`config.mk`:
```
export PLATFORM = sky130hd
export DESIGN_NAME = ex_result_buffer
export DESIGN_NICKNAME = d
export VERILOG_FILES = /design/src/rtl/ex_result_buffer.sv
export SDC_FILE = /design/constraint.sdc
export NUM_CORES = 1
export LEC_CHECK = 0
export BUFFER_PORTS_ARGS = -buffer_cell sky130_fd_sc_hd__buf_2
export CORE_UTILIZATION = 53
export DETAILED_ROUTE_END_ITERATION = 8
export GPL_ROUTABILITY_DRIVEN = 0
export PLACE_DENSITY_LB_ADDON = 0.05
export SLEW_MARGIN = 0
export SYNTH_ARGS = -nofsm -noshare
export SYNTH_HDL_FRONTEND = slang
export SYNTH_SLANG_ARGS = --single-unit
```
`constraint.sdc`:
```
create_clock -name CLK -period 1.8 [get_ports CLK]
set_input_delay 0.27 -clock CLK [delete_from_list [all_inputs] [get_ports CLK]]
set_output_delay 0.27 -clock CLK [all_outputs]
set_load 0.05 [all_outputs]
```
`src/rtl/ex_result_buffer.sv`:
```
// ex_result_buffer
//   Two-entry elastic buffer between the ALU and the memory/writeback stage.
//   The head entry ("main") drives the outputs, and a second ("skid") entry
//   absorbs the one beat that can arrive after the consumer stalls. Because of
//   the skid entry, in_ready is simply the inverse of the registered skid
//   valid bit, so the consumer stall never reaches the execute stage
//   combinationally.
//
//   Optional feature macro: EX_OVF_TRAP_EN
//     defined   : a beat with in_chk_over && in_over is stored with exc = 1 and
//                 wen = 0, and it sets ovf_sticky (cleared only by reset).
//     undefined : exc is always 0, wen passes through, ovf_sticky is tied 0.
//
// Ports
//   CLK, nRST             clock (rising edge), asynchronous active-low reset
//   in_valid / in_ready   upstream handshake (in_ready is registered)
//   in_result, in_zero, in_neg, in_over, in_chk_over, in_wsel, in_wen
//                         ALU result, flags and register-write control
//   out_valid / out_ready downstream handshake for the head entry
//   out_result, out_zero, out_neg, out_over, out_wsel, out_wen, out_exc
//                         head entry fields
//   flush                 synchronous discard of every held entry
//   ovf_sticky            overflow trap seen since reset
module ex_result_buffer #(
  parameter int DW = 32,
  parameter int RW = 5
) (
  input  logic          CLK,
  input  logic          nRST,
  input  logic          in_valid,
  output logic          in_ready,
  input  logic [DW-1:0] in_result,
  input  logic          in_zero,
  input  logic          in_neg,
  input  logic          in_over,
  input  logic          in_chk_over,
  input  logic [RW-1:0] in_wsel,
  input  logic          in_wen,
  output logic          out_valid,
  input  logic          out_ready,
  output logic [DW-1:0] out_result,
  output logic          out_zero,
  output logic          out_neg,
  output logic          out_over,
  output logic [RW-1:0] out_wsel,
  output logic          out_wen,
  output logic          out_exc,
  input  logic          flush,
  output logic          ovf_sticky
);

  typedef struct packed {
    logic [DW-1:0] result;
    logic          zero;
    logic          neg;
    logic          over;
    logic [RW-1:0] wsel;
    logic          wen;
    logic          exc;
  } entry_t;

  entry_t in_ent;
  entry_t main_q;
  entry_t skid_q;
  logic   main_vld;
  logic   skid_vld;

  logic   in_trap;
  logic   accept;
  logic   pop;
  logic   load_main_in;
  logic   load_main_skid;
  logic   load_skid;

`ifdef EX_OVF_TRAP_EN
  assign in_trap = in_chk_over & in_over;
`else
  logic unused_chk_over;
  assign unused_chk_over = in_chk_over;
  assign in_trap         = 1'b0;
`endif

  // Incoming beat as it will be stored; a trapping op loses its register write.
  always_comb begin
    in_ent.result = in_result;
    in_ent.zero   = in_zero;
    in_ent.neg    = in_neg;
    in_ent.over   = in_over;
    in_ent.wsel   = in_wsel;
    in_ent.wen    = in_wen & ~in_trap;
    in_ent.exc    = in_trap;
  end

  assign in_ready  = ~skid_vld;
  assign out_valid = main_vld;

  assign accept = in_valid & ~skid_vld;
  assign pop    = main_vld & out_ready;

  // A new beat goes straight to the head when the head is free or leaving this
  // cycle; otherwise it parks in the skid entry. accept already implies the
  // skid is empty, so the two head-load sources are mutually exclusive.
  assign load_main_in   = accept & (~main_vld | pop);
  assign load_main_skid = skid_vld & pop;
  assign load_skid      = accept & main_vld & ~pop;

  // Stage boundary: occupancy (valid bits). flush wins over any accept.
  always_ff @(posedge CLK or negedge nRST) begin
    if (!nRST) begin
      main_vld <= 1'b0;
      skid_vld <= 1'b0;
    end else if (flush) begin
      main_vld <= 1'b0;
      skid_vld <= 1'b0;
    end else begin
      main_vld <= skid_vld | accept | (main_vld & ~pop);
      skid_vld <= skid_vld ? ~pop : load_skid;
    end
  end

  // Stage boundary: payload. Loads only on accept or skid->head move and is
  // otherwise left untouched (flush does not disturb it).
  always_ff @(posedge CLK or negedge nRST) begin
    if (!nRST) begin
      main_q <= '0;
      skid_q <= '0;
    end else begin
      if (load_main_skid) begin
        main_q <= skid_q;
      end else if (load_main_in) begin
        main_q <= in_ent;
      end
      if (load_skid) begin
        skid_q <= in_ent;
      end
    end
  end

  assign out_result = main_q.result;
  assign out_zero   = main_q.zero;
  assign out_neg    = main_q.neg;
  assign out_over   = main_q.over;
  assign out_wsel   = main_q.wsel;
  assign out_wen    = main_q.wen;
  assign out_exc    = main_q.exc;

`ifdef EX_OVF_TRAP_EN
  // A trapping beat accepted on a flush edge is discarded before it was ever
  // held, so it does not count as seen.
  always_ff @(posedge CLK or negedge nRST) begin
    if (!nRST) begin
      ovf_sticky <= 1'b0;
    end else if (accept & in_trap & ~flush) begin
      ovf_sticky <= 1'b1;
    end
  end
`else
  assign ovf_sticky = 1'b0;
`endif

endmodule

```
==> results.yml <==
run_status:
  outcome: "finished, final reports clean"
pwr:
  power_w: 0.005304
  intPower_w: 0.003557
  peakVddDrop_uv: 633.0
  switchingPower_w: 0.001747
  switching_share: 0.3293
  combPwrFrac: 0.276
  powerDensity_nw_per_um2: 1190
  clock_power_share: 0.255
  p_seq_frac: 0.469
  power.leakage_nw: 2.044
logic_synthesis:
  yosys_warnings: 0
  yosysUniqueCellTypes: 18
  synth_top_area_share: 0.5726
  yosys_register_bits: 84
  synth_cells: 239
  synth_area_leader_cell: "dfrtp_1"
  avgSynthCellArea_um2: 15.36
  synth.top_cells.by_area: "dfrtp_1 57%, mux2_2 36%, buf_4 1.0%"
  synth_area_um2: 3671
  seq_area_frac_synth: 0.5726
cts:
  cts_tree: "done"
  clock_sinks: 84
  cts-htree-levels: 3
  clkLatencyLatePin_ns: 0.35
  cts_buffers: 9
  clockBufferDepth: 2
  clk_pin_slew_ns: 0.08
  cts_root_buf: "clkbuf_8"
timing:
  hold_violations: 0
  timing.fmax_mhz: 609.6
  finClkSkew_ns: 0.008029
  period_needed_ns: 1.640
  rsz0062_at_grt: "false"
  tns_ns: 0
  slew_viol_final: 0
  finalSetupViolations: 0
  post-route-period-util: 0.9113
  hold_ws_ns: 0.08453
die:
  die_y_um: 85.23
  initial_core_util: 0.5621
  rows: 29
  die_width_um: 85.23
  dieArea_um2: 7263
  ios: 92
  core_um2: 6531
worst_hold_path:
  holdPathStages: 2
  hp-class: "in2reg"
  min_to: "out_valid"
  hold_start: "flush"
global_route:
  grt_max_degree: 39
  grt_pass1_vias: 2357
  overflow: 0
  grt_first_pass_wirelength_um: 11360
  grt_usage: 0.2085
  antenna_found_initial: 0
final_layout:
  area_growth_pct: 21.44
  final_nets: 382
  drive_gt1_frac: 0.6824
  ff_latch_area_um2: 2103
  layout_common_cells: "116 x mux2_2, 87 x buf_2, 83 x dfrtp_1"
  final_common_cell: "mux2_2"
  num-fill-cells: 503
  antenna_cells: 0
  multi_input_area_um2: 1481
routing:
  vias_per_cell: 5.290
  finalWirelength_um: 6647
  ant_nets: 0
  first_iter_violations: 75
  wl_per_cell_um: 15.94
  routed-via-count: 2206
  drc_errors: 0
  dr.pass1.iters: 4
critical_path:
  worstPathMaxFanout: 16
  reg2reg_from: "out_valid"
  start_kind: "flop"
  r2r_cells: 4
  r2r_setup_slack_ns: 0.16
  crit_type: "reg2reg"
  worstPathArrival_ns: 1.88
  critPathRequiredTime_ns: 2.04
  critPathCaptureType: "flop"
  r2r_end: "out_result[1]"
place:
  hpwl_um: 4569
  io_buffers: 88
run:
  drv_cap: 0
cell usage after synthesis:
cell	n
nand3_2	1
and2b_1	3
dfrtp_1	84
mux2_1	3
inv_1	1
a31oi_1	2
buf_4	5
buf_6	3
a21oi_1	2
nor2_1	4
o21ai_0	2
mux2_2	116
nand2b_1	2
conb_1	1
buf_2	6
nor3_2	1
a211oi_1	1
nand3_1	2
timing repair:
action,in CTS,in global routing
gates resized for setup,0,0
hold endpoints to repair,29,0
buffers inserted,0,0
hold buffers,1,0
endpoints found under the setup margin,0,0
worst max-delay path by stage:
stage	startpoint	endpoint	slack [ns]	depth (start not counted)
after CTS	out_valid	out_result[1]	0.14	4
after detailed placement	out_valid	out_result[1]	0.15	4
after global placement	out_valid	out_wsel[2]	0.17	4
after floorplan	out_valid	out_result[10]	0.07	5
final	out_valid	out_result[1]	0.16	4
after global routing	out_valid	out_wsel[1]	0.06	4
logic make-up after synthesis:
kind of cell,count (synthesis),synth area share
compound gates,7,0.01091
simple gates,13,0.02181
buf+inv,15,0.02863
other cells,1,0.001022
mux,119,0.3650
flops,84,0.5726
through the flow:
| step | util | std cells | worst slack (ns) | cell area [um2] |
|---|---|---|---|---|
| floorplan | - | 240 | 0.06511 | 3676 |
| global placement | 0.6500 | 400 | 0.1690 | 4245 |
| detailed placement | 0.6500 | 400 | 0.1522 | 4245 |
| CTS | 0.6826 | 417 | 0.1380 | 4458 |
| global route | 0.6826 | 417 | 0.06116 | 4458 |
| finish | 0.6826 | 417 | 0.1597 | 4458 |
registers in the layout, indices dropped and copies added (netlist names):
register / cells
out_neg: 1
out_result: 32
out_over: 1
skid_q: 41
skid_vld: 1
out_wen: 1
out_wsel: 5
out_valid: 1
out_zero: 1
metal layers:
metal	share of wire	GRT usage	up-vias
met3	0.052	0.05447	10
li1	-	-	1039
met1	0.43	0.2560	1099
met4	0.020	0.1063	0
met2	0.50	0.3416	58
met5	0	0	-
worst max-delay path, stage by stage (launching register included):
cell	delay, ns
dfrtp_2	0.45
and2b_1	0.22
nor3_4	0.21
buf_4	0.28
mux2_2	0.36
power groups by stage:
stage               Combinational (W)  Sequential, W  Clock (W)
floorplan                    0.000526        0.00308          0
global route                  0.00155        0.00255    0.00148
detailed placement            0.00148        0.00253          0
global placement              0.00145        0.00250          0
CTS                           0.00149        0.00249    0.00140
finish                        0.00147        0.00249    0.00135
cell type report:
type,instances,area share
tap,77,0.02161
timing repair buffer,98,0.1280
sequential,84,0.4718
multi-input combinational,141,0.3323
clock buffer,12,0.03480
inverter,1,0.0008420
clock inverter,4,0.01067
Power figures use the tool's default switching activity.
